**config.mk**
```make
export PLATFORM = sky130hd
export DESIGN_NAME = sb_tx_serializer
export DESIGN_NICKNAME = d
export VERILOG_FILES = /design/src/rtl/sb_tx_serializer.sv
export SDC_FILE = /design/constraint.sdc
export NUM_CORES = 1
export LEC_CHECK = 0
export ABC_AREA = 0
export CAP_MARGIN = 20
export CORE_MARGIN = 2
export CORE_UTILIZATION = 28
export DETAILED_ROUTE_END_ITERATION = 6
export GPL_TIMING_DRIVEN = 0
export HOLD_SLACK_MARGIN = 0.05
export MAX_ROUTING_LAYER = met4
export PLACE_DENSITY_LB_ADDON = 0.05
export SYNTH_ARGS = -nofsm -noshare
export SYNTH_HDL_FRONTEND = slang
export SYNTH_SLANG_ARGS = --single-unit
```
**constraint.sdc**
```tcl
create_clock -name i_clk -period 2.8 [get_ports i_clk]
set_input_delay 0.84 -clock i_clk [delete_from_list [all_inputs] [get_ports i_clk]]
set_output_delay 0.84 -clock i_clk [all_outputs]
set_load 0.02 [all_outputs]
```
**src/rtl/sb_tx_serializer.sv**
```systemverilog
// Sideband TX serializer: FIFO-buffered 64-bit words shifted LSB-first; SB_TX_MIN_GAP_EN adds GAP_UI dead cycles between words.
// Latency: first bit two cycles after the push from idle.
// Backpressure: o_fifo_full to upstream; a push while full and not popping is dropped and flagged on o_overflow.
module sb_tx_serializer #(
  parameter int DEPTH  = 4,
  parameter int GAP_UI = 32
) (
  input  logic        i_clk,
  input  logic        i_rst,
  input  logic        i_write_enable,
  input  logic [63:0] i_tx_data,
  output logic        o_fifo_full,
  output logic        o_fifo_empty,
  output logic        o_overflow,
  output logic        o_ser_data,
  output logic        o_ser_clk_en,
  output logic        o_ser_done,
  output logic        o_busy
);

  localparam int AW = $clog2(DEPTH);
  localparam int CW = $clog2(DEPTH + 1);

  if (DEPTH < 2 || (DEPTH & (DEPTH - 1)) != 0) begin : g_bad_depth
    $error("sb_tx_serializer: DEPTH must be a power of two >= 2");
  end
  if (GAP_UI < 1) begin : g_bad_gap
    $error("sb_tx_serializer: GAP_UI must be >= 1");
  end

`ifdef SB_TX_MIN_GAP_EN
  typedef enum logic [1:0] {IDLE, SHIFT, GAP} state_t;
  localparam int GW = (GAP_UI > 1) ? $clog2(GAP_UI) : 1;
  logic [GW-1:0] gap_cnt;
  logic          gap_done;
`else
  typedef enum logic {IDLE, SHIFT} state_t;
`endif

  state_t        state;
  logic [63:0]   mem [DEPTH];
  logic [AW-1:0] wr_ptr;
  logic [AW-1:0] rd_ptr;
  logic [CW-1:0] count;
  logic [63:0]   shreg;
  logic [5:0]    bit_cnt;
  logic [63:0]   head;
  logic          last_bit;
  logic          pop;
  logic          push;

  assign head     = mem[rd_ptr];
  assign last_bit = (state == SHIFT) && (bit_cnt == 6'd63);

  // A pop only happens where a new word may start; never on an empty FIFO.
`ifdef SB_TX_MIN_GAP_EN
  assign gap_done = (state == GAP) && (gap_cnt == GW'(GAP_UI - 1));
  assign pop      = !o_fifo_empty && ((state == IDLE) || gap_done);
`else
  assign pop      = !o_fifo_empty && ((state == IDLE) || last_bit);
`endif

  assign push         = i_write_enable && ((count != CW'(DEPTH)) || pop);
  assign o_fifo_full  = (count == CW'(DEPTH));
  assign o_fifo_empty = (count == '0);
  assign o_busy       = (state != IDLE) || !o_fifo_empty;

  always_ff @(posedge i_clk or posedge i_rst) begin
    if (i_rst) begin
      wr_ptr     <= '0;
      rd_ptr     <= '0;
      count      <= '0;
      o_overflow <= 1'b0;
    end else begin
      o_overflow <= i_write_enable && !push;
      if (push) begin
        wr_ptr <= wr_ptr + AW'(1);
      end
      if (pop) begin
        rd_ptr <= rd_ptr + AW'(1);
      end
      if (push && !pop) begin
        count <= count + CW'(1);
      end else if (pop && !push) begin
        count <= count - CW'(1);
      end
    end
  end

  // Storage is not reset; discarding contents is done by clearing pointers and count.
  always_ff @(posedge i_clk) begin
    if (push) begin
      mem[wr_ptr] <= i_tx_data;
    end
  end

  always_ff @(posedge i_clk or posedge i_rst) begin
    if (i_rst) begin
      state        <= IDLE;
      shreg        <= '0;
      bit_cnt      <= '0;
      o_ser_data   <= 1'b0;
      o_ser_clk_en <= 1'b0;
      o_ser_done   <= 1'b0;
`ifdef SB_TX_MIN_GAP_EN
      gap_cnt      <= '0;
`endif
    end else begin
      o_ser_done <= 1'b0;
      if (pop) begin
        // Bit 0 goes straight to the output register; the rest waits in shreg.
        state        <= SHIFT;
        shreg        <= {1'b0, head[63:1]};
        bit_cnt      <= '0;
        o_ser_data   <= head[0];
        o_ser_clk_en <= 1'b1;
      end else begin
        case (state)
          SHIFT: begin
            if (!last_bit) begin
              o_ser_data <= shreg[0];
              shreg      <= {1'b0, shreg[63:1]};
              bit_cnt    <= bit_cnt + 6'd1;
              o_ser_done <= (bit_cnt == 6'd62);
            end else begin
              o_ser_data   <= 1'b0;
              o_ser_clk_en <= 1'b0;
`ifdef SB_TX_MIN_GAP_EN
              state        <= GAP;
              gap_cnt      <= '0;
`else
              state        <= IDLE;
`endif
            end
          end
`ifdef SB_TX_MIN_GAP_EN
          GAP: begin
            gap_cnt <= gap_cnt + GW'(1);
            if (gap_done) begin
              state <= IDLE;
            end
          end
`endif
          default: begin
            o_ser_data   <= 1'b0;
            o_ser_clk_en <= 1'b0;
          end
        endcase
      end
    end
  end

endmodule
```
==> impl_metrics.ini, run 1 <==
[outcome]
outcome = finished, final reports clean

[setup_path]
crit_arrival_ns = 1.85
startpoint_type = register
timing.rr.end = count[2]
ff2ff_setup_slack_ns = 0.31
required_ns = 1.96
rr_startpoint = bit_cnt[0]
crit_type = reg -> out
path_max_fanout = 5
reg2regPathDepth = 10
endpoint_kind = output pin

[global_route]
antenna_found_initial = 2
grt_pass1_vias = 7566
grt_pass1_wl_um = 45200
overflow = 0
track_usage_pct = 12.9
grt_start_max_net_pins = 44

[synthesis]
ys_types = 39
postSynthAreaPerCell_um2 = 17.2
async_flop_share_pct = 24.0
yosysWarnings = 0
syn_inst = 763
ys_seq_elements = 337
yosysSeqAreaShare_pct = 73.8
netlist_area_um2 = 13200
synth_area_leaders = edfxtp_1, dfrtp_1, mux4_2
synth_top_cell_area_share_pct = 58.4
postSynth.topFlopCell = edfxtp_1
syn-num-nets = 838
netlist.top_cell.by_area = edfxtp_1
synth_edf_count = 256

[place]
placed_area_um2 = 14800
dp_hpwl_um = 18200
port-buffer-count = 73
place_inst = 1449
dp_slack_ns = -0.124
gp_congestion = 0.696

[routing]
first_pass_iters = 5
first_iter_violations = 315
via_count = 6901
wl_per_cell_um = 19.2
ant_nets = 0
drc_errors = 0
finalWirelength_um = 29200
viasPerCell = 4.53

[die]
pin_count = 74
die_h_um = 221
die-area_um2 = 48700
fp.dieW_um = 221
rows = 79
initial_core_util_pct = 28.3
core_um2 = 46500

[timing]
relSlewSlack_pct = 47.9
max_freq_mhz = 371
slew_violations = 0
rsz0062_at_grt = false
setup-violations-final = 0
fin_ws_ns = 0.106
fin_skew_ns = 0.00965
hold_viol_final = 0
min_period_over_period_pct = 96.2
layout_min_cycle_time_ns = 2.69
worst_pin_slew_ns = 0.782

[clocking]
root_buffer = clkbuf_16
cts_sinks = 337
cts_buffers = 39
cts_tree = built
clk_pin_slew_ns = 0.05
clock_path_buffers = 3
cts_hold_buf = 0
clk_latency_ns = 0.54
cts-htree-levels = 2

[min_path]
hold_class = reg -> reg
hold_depth = 2
whs_endpoint = shreg[37]
holdCritStartpoint = shreg[38]

[final_layout]
nNetsFinal = 959
layout-drive-gt1-share_pct = 20.5
area_growth_pct = 22.1
instances_no_fill = 1523
design_area_um2 = 16100
fin_util_pct = 34.6

[pwr]
intPower_mw = 11.6
power.total_mw = 16.3
p_per_area_nw_per_um2 = 1020
ir_drop_uv = 381
sequentialPowerShare_pct = 44.0
clockPowerShare_pct = 30.2
p_switching_mw = 4.72
combPwrFrac_pct = 25.7
power.leakage_nw = 5.81
p_sw_share_pct = 28.9

[flow_run]
drv_cap = 0
worst max-delay path by stage:
stage | from | endpoint | slack (ns) | depth (start not counted)
floorplan | bit_cnt[0] | mem[0][0] | 0.41 | 5
global placement | i_write_enable | mem[0][44] | -1.00 | 3
detailed placement | i_write_enable | mem[2][45] | -0.12 | 4
CTS | count[1] | o_fifo_empty | 0.005 | 4
global route | count[1] | o_busy | 0.03 | 5
finish | count[1] | o_busy | 0.11 | 5
through the flow:
step | hold slack, ns | TNS [ns]
6_report | 0.521 | 0
3_3_place_gp | 0.461 | -253.42
3_5_place_dp | 0.505 | -15.45
2_1_floorplan | 0.439 | 0
5_1_grt | 0.543 | 0
4_1_cts | 0.522 | 0
synth_stat cells (3+ instances only):
cell type	number
dfrtp_1	81
nand3_1	9
o21ai_0	3
inv_1	6
ha_1	7
xor2_1	3
clkbuf_1	4
nand2_1	71
xnor2_1	4
a21oi_2	8
buf_12	3
and2_1	4
edfxtp_1	256
mux4_2	64
buf_2	18
buf_6	14
a21oi_1	118
nor2_1	63
buf_4	3
worst max-delay path, stage by stage, from the launching register on:
cell,delay (ns)
dfrtp_2,0.44
or3_1,0.40
buf_6,0.16
clkinv_8,0.06
nand2_1,0.08
buf_2,0.17
repair_timing:
| item | CTS | global route |
|---|---|---|
| setup endpoints to repair | 3 | 1 |
| gates cloned | 0 | 0 |
| resized for setup | 11 | 1 |
| buffers inserted | 2 | 0 |
layout by cell type, fill, tap and decap left out, drive strengths merged:
master and count:
xor2 3, a31oi 1, or2 1, o22ai 1, nand2b 1, mux4 64, xnor2 4, diode 2
nor3 2, and3 2, bufinv 3, o21ai 4, mux2 2, or3 2, clkinvlp 1, a311o 1
dlygate4sd2 1, fa 1, a21oi 126, buf 48, nor3b 1, nand2 72, clkbuf 63, nor2 63
and2 4, a21boi 1, o21a 2, edfxtp 256, clkdlybuf4s50 70, ha 7, clkinv 11, inv 5
nand3 10, dfrtp 81
sequential cells by signal, indices dropped and copies added (netlist names):
register	cells
wr_ptr	2
o_ser_data	1
state	1
count	3
o_overflow	1
rd_ptr	2
mem	256
o_ser_clk_en	1
o_ser_done	1
bit_cnt	6
shreg	63
logic make-up after synthesis:
group                      after synthesis  share of synthesized area, %
buffers and inverters                   51                          3.09
and+or+nand+nor                        158                          4.97
DFF                                    337                          73.8
muxes                                   66                          11.1
xor gates and xnor gates                 7                         0.466
AOI/OAI and AO/OA                      136                          5.69
adders and majority gates                8                         0.818
power by group through the flow:
stage | registers, mW | logic (mW) | clock network (mW)
2_1_floorplan | 7.16 | 2.94 | 0
3_3_place_gp | 7.27 | 4.16 | 0
3_5_place_dp | 7.28 | 4.37 | 0
4_1_cts | 7.19 | 4.39 | 5.13
5_1_grt | 7.31 | 4.70 | 5.31
6_report | 7.18 | 4.20 | 4.93
area by class of cell:
type / instances / area (µm²)
antenna: 2 / 5.00
sequential: 337 / 9720
multi-input combinational: 375 / 3050
tap: 607 / 759
clock buffer: 58 / 1100
timing repair buffer: 81 / 885
clock inverter: 13 / 135
buffer: 43 / 364
fill: 4470 / 30400
inverter: 7 / 42.5
layer usage:
metal	GRT usage (%)	routed length, µm
met4	4.87	707
met1	15.9	12700
met3	2.53	1260
met2	21.2	14500
met5	-	0
No activity file was read; power rests on OpenSTA's default activity.
==> run 2, diff against run 1 <==
--- a/config.mk
+++ b/config.mk
@@ -6,7 +6,6 @@
 export NUM_CORES = 1
 export LEC_CHECK = 0
 export ABC_AREA = 0
-export CAP_MARGIN = 20
 export CORE_MARGIN = 2
 export CORE_UTILIZATION = 28
 export DETAILED_ROUTE_END_ITERATION = 6
==> run 2 against run 1 <==
Die area stayed put. Clock skew increased by 0.0030 ns. Cell count unchanged. Sequential cell count did not move. Register-to-register slack worse by 0.02 ns. Global-route usage is essentially flat.
==> impl_metrics.ini, run 2 (synthesis gave the netlist of run 1 again) <==
[outcome]
outcome = finished, final reports clean

[pwr]
clockPowerShare_pct = 29.3
p_switching_mw = 4.72
p_sw_share_pct = 29.3
ir_drop_uv = 378
power.leakage_nw = 5.78
power.total_mw = 16.1
combPwrFrac_pct = 26.1
intPower_mw = 11.4
p_per_area_nw_per_um2 = 1010
sequentialPowerShare_pct = 44.6

[final_layout]
largest_reg_flops = 256
layout_commonest_cell = edfxtp_1
fin_util_pct = 34.5
top_register = mem
layout-drive-gt1-share_pct = 20.2
top_regs = mem x256, shreg x63, bit_cnt x6
nNetsFinal = 959
design_area_um2 = 16000
area_growth_pct = 21.7
mostFrequentLayoutCells = edfxtp_1, a21oi_1, dfrtp_1

[timing]
slew_violations = 0
setup-violations-final = 0
hold_viol_final = 0
worst_pin_slew_ns = 0.798
fin_skew_ns = 0.0126
relSlewSlack_pct = 46.8
rsz0062_at_grt = false
max_freq_mhz = 368
layout_min_cycle_time_ns = 2.72
min_period_over_period_pct = 97.1

[die]
core_um2 = 46500
die-area_um2 = 48700
initial_core_util_pct = 28.3
fp.dieW_um = 221
die_h_um = 221
rows = 79
pin_count = 74

[global_route]
overflow = 0
grt_start_max_net_pins = 44
grt_pass1_wl_um = 45100
grt_pass1_vias = 7591
track_usage_pct = 12.9
antenna_found_initial = 2

[setup_path]
crit_type = reg -> out
startpoint_type = register
required_ns = 1.96
crit_arrival_ns = 1.88
endpoint_kind = output pin
path_max_fanout = 5

[place]
placed_area_um2 = 14800
port-buffer-count = 73
gp_congestion = 0.696
dp_hpwl_um = 18200

[routing]
viasPerCell = 4.55
ant_nets = 0
first_pass_iters = 4
first_iter_violations = 326
via_count = 6933
finalWirelength_um = 29200
wl_per_cell_um = 19.2
drc_errors = 0

[clocking]
cts_sinks = 337
cts_tree = built
cts-htree-levels = 2
cts_hold_buf = 0
root_buffer = clkbuf_16
clk_latency_ns = 0.55
cts_buffers = 39
clk_pin_slew_ns = 0.05
clock_path_buffers = 3

[min_path]
hold_class = reg -> reg

[flow_run]
drv_cap = 0
==> run 2: metrics by stage <==
stage               setup WS, ns  instances  hold slack, ns  TNS, ns
finish                    0.0823       1523           0.514        0
global route             0.00213       1523           0.533        0
CTS                      0.00829       1521           0.512        0
global placement           -1.00       1443           0.461  -253.42
floorplan                  0.406        763           0.439        0
detailed placement        -0.141       1449           0.491   -18.53
==> run 2: final timing paths <==
check | depth (start not counted) | end | start | slack (ns)
max in group asynchronous | 4 | count[0] | i_rst | 1.32
min reg2reg | 1 | count[2] | count[2] | 0.51
min | 1 | count[2] | count[2] | 0.51
max reg2reg | 10 | count[2] | bit_cnt[0] | 0.29
min in group asynchronous | 2 | shreg[31] | i_rst | 0.69
max | 5 | o_busy | count[1] | 0.08
==> run 2: power groups by stage <==
| stage | clock network [mW] | logic [mW] | registers, mW |
|---|---|---|---|
| 2_1_floorplan | 0 | 2.94 | 7.16 |
| 3_5_place_dp | 0 | 4.37 | 7.28 |
| 6_report | 4.72 | 4.21 | 7.19 |
| 4_1_cts | 4.90 | 4.39 | 7.19 |
| 5_1_grt | 5.08 | 4.71 | 7.31 |
| 3_3_place_gp | 0 | 4.16 | 7.27 |
==> run 2: metal layers <==
metal	GRT usage (%)	part of all wire, %	vias to the layer above
li1	-	-	3151
met1	16.0	44	3613
met2	21.0	49	112
met3	2.57	4.0	57
met4	4.82	2.6	0
met5	-	0	-
==> run 2: final cells by class <==
class / instances / area (µm²)
diodes: 2 / 5.00
plain buffers: 43 / 364
clock buffers: 62 / 1140
clock inverters: 9 / 38.8
fillers: 4458 / 30400
inverters: 7 / 42.5
multi-input cells: 375 / 3050
flip-flops and latches: 337 / 9720
well taps: 607 / 759
repair buffers: 81 / 885
==> run 2: critical path: stages, from the launching register on <==
cell      delay [ns]
dfrtp_2         0.44
or3_1           0.41
buf_6           0.16
clkinv_8        0.05
nand2_1         0.09
buf_2           0.18
==> run 2: repair_timing <==
action                     in CTS  in global routing
buffers inserted                2                  0
resized for setup              11                  1
setup endpoints to repair       3                  1
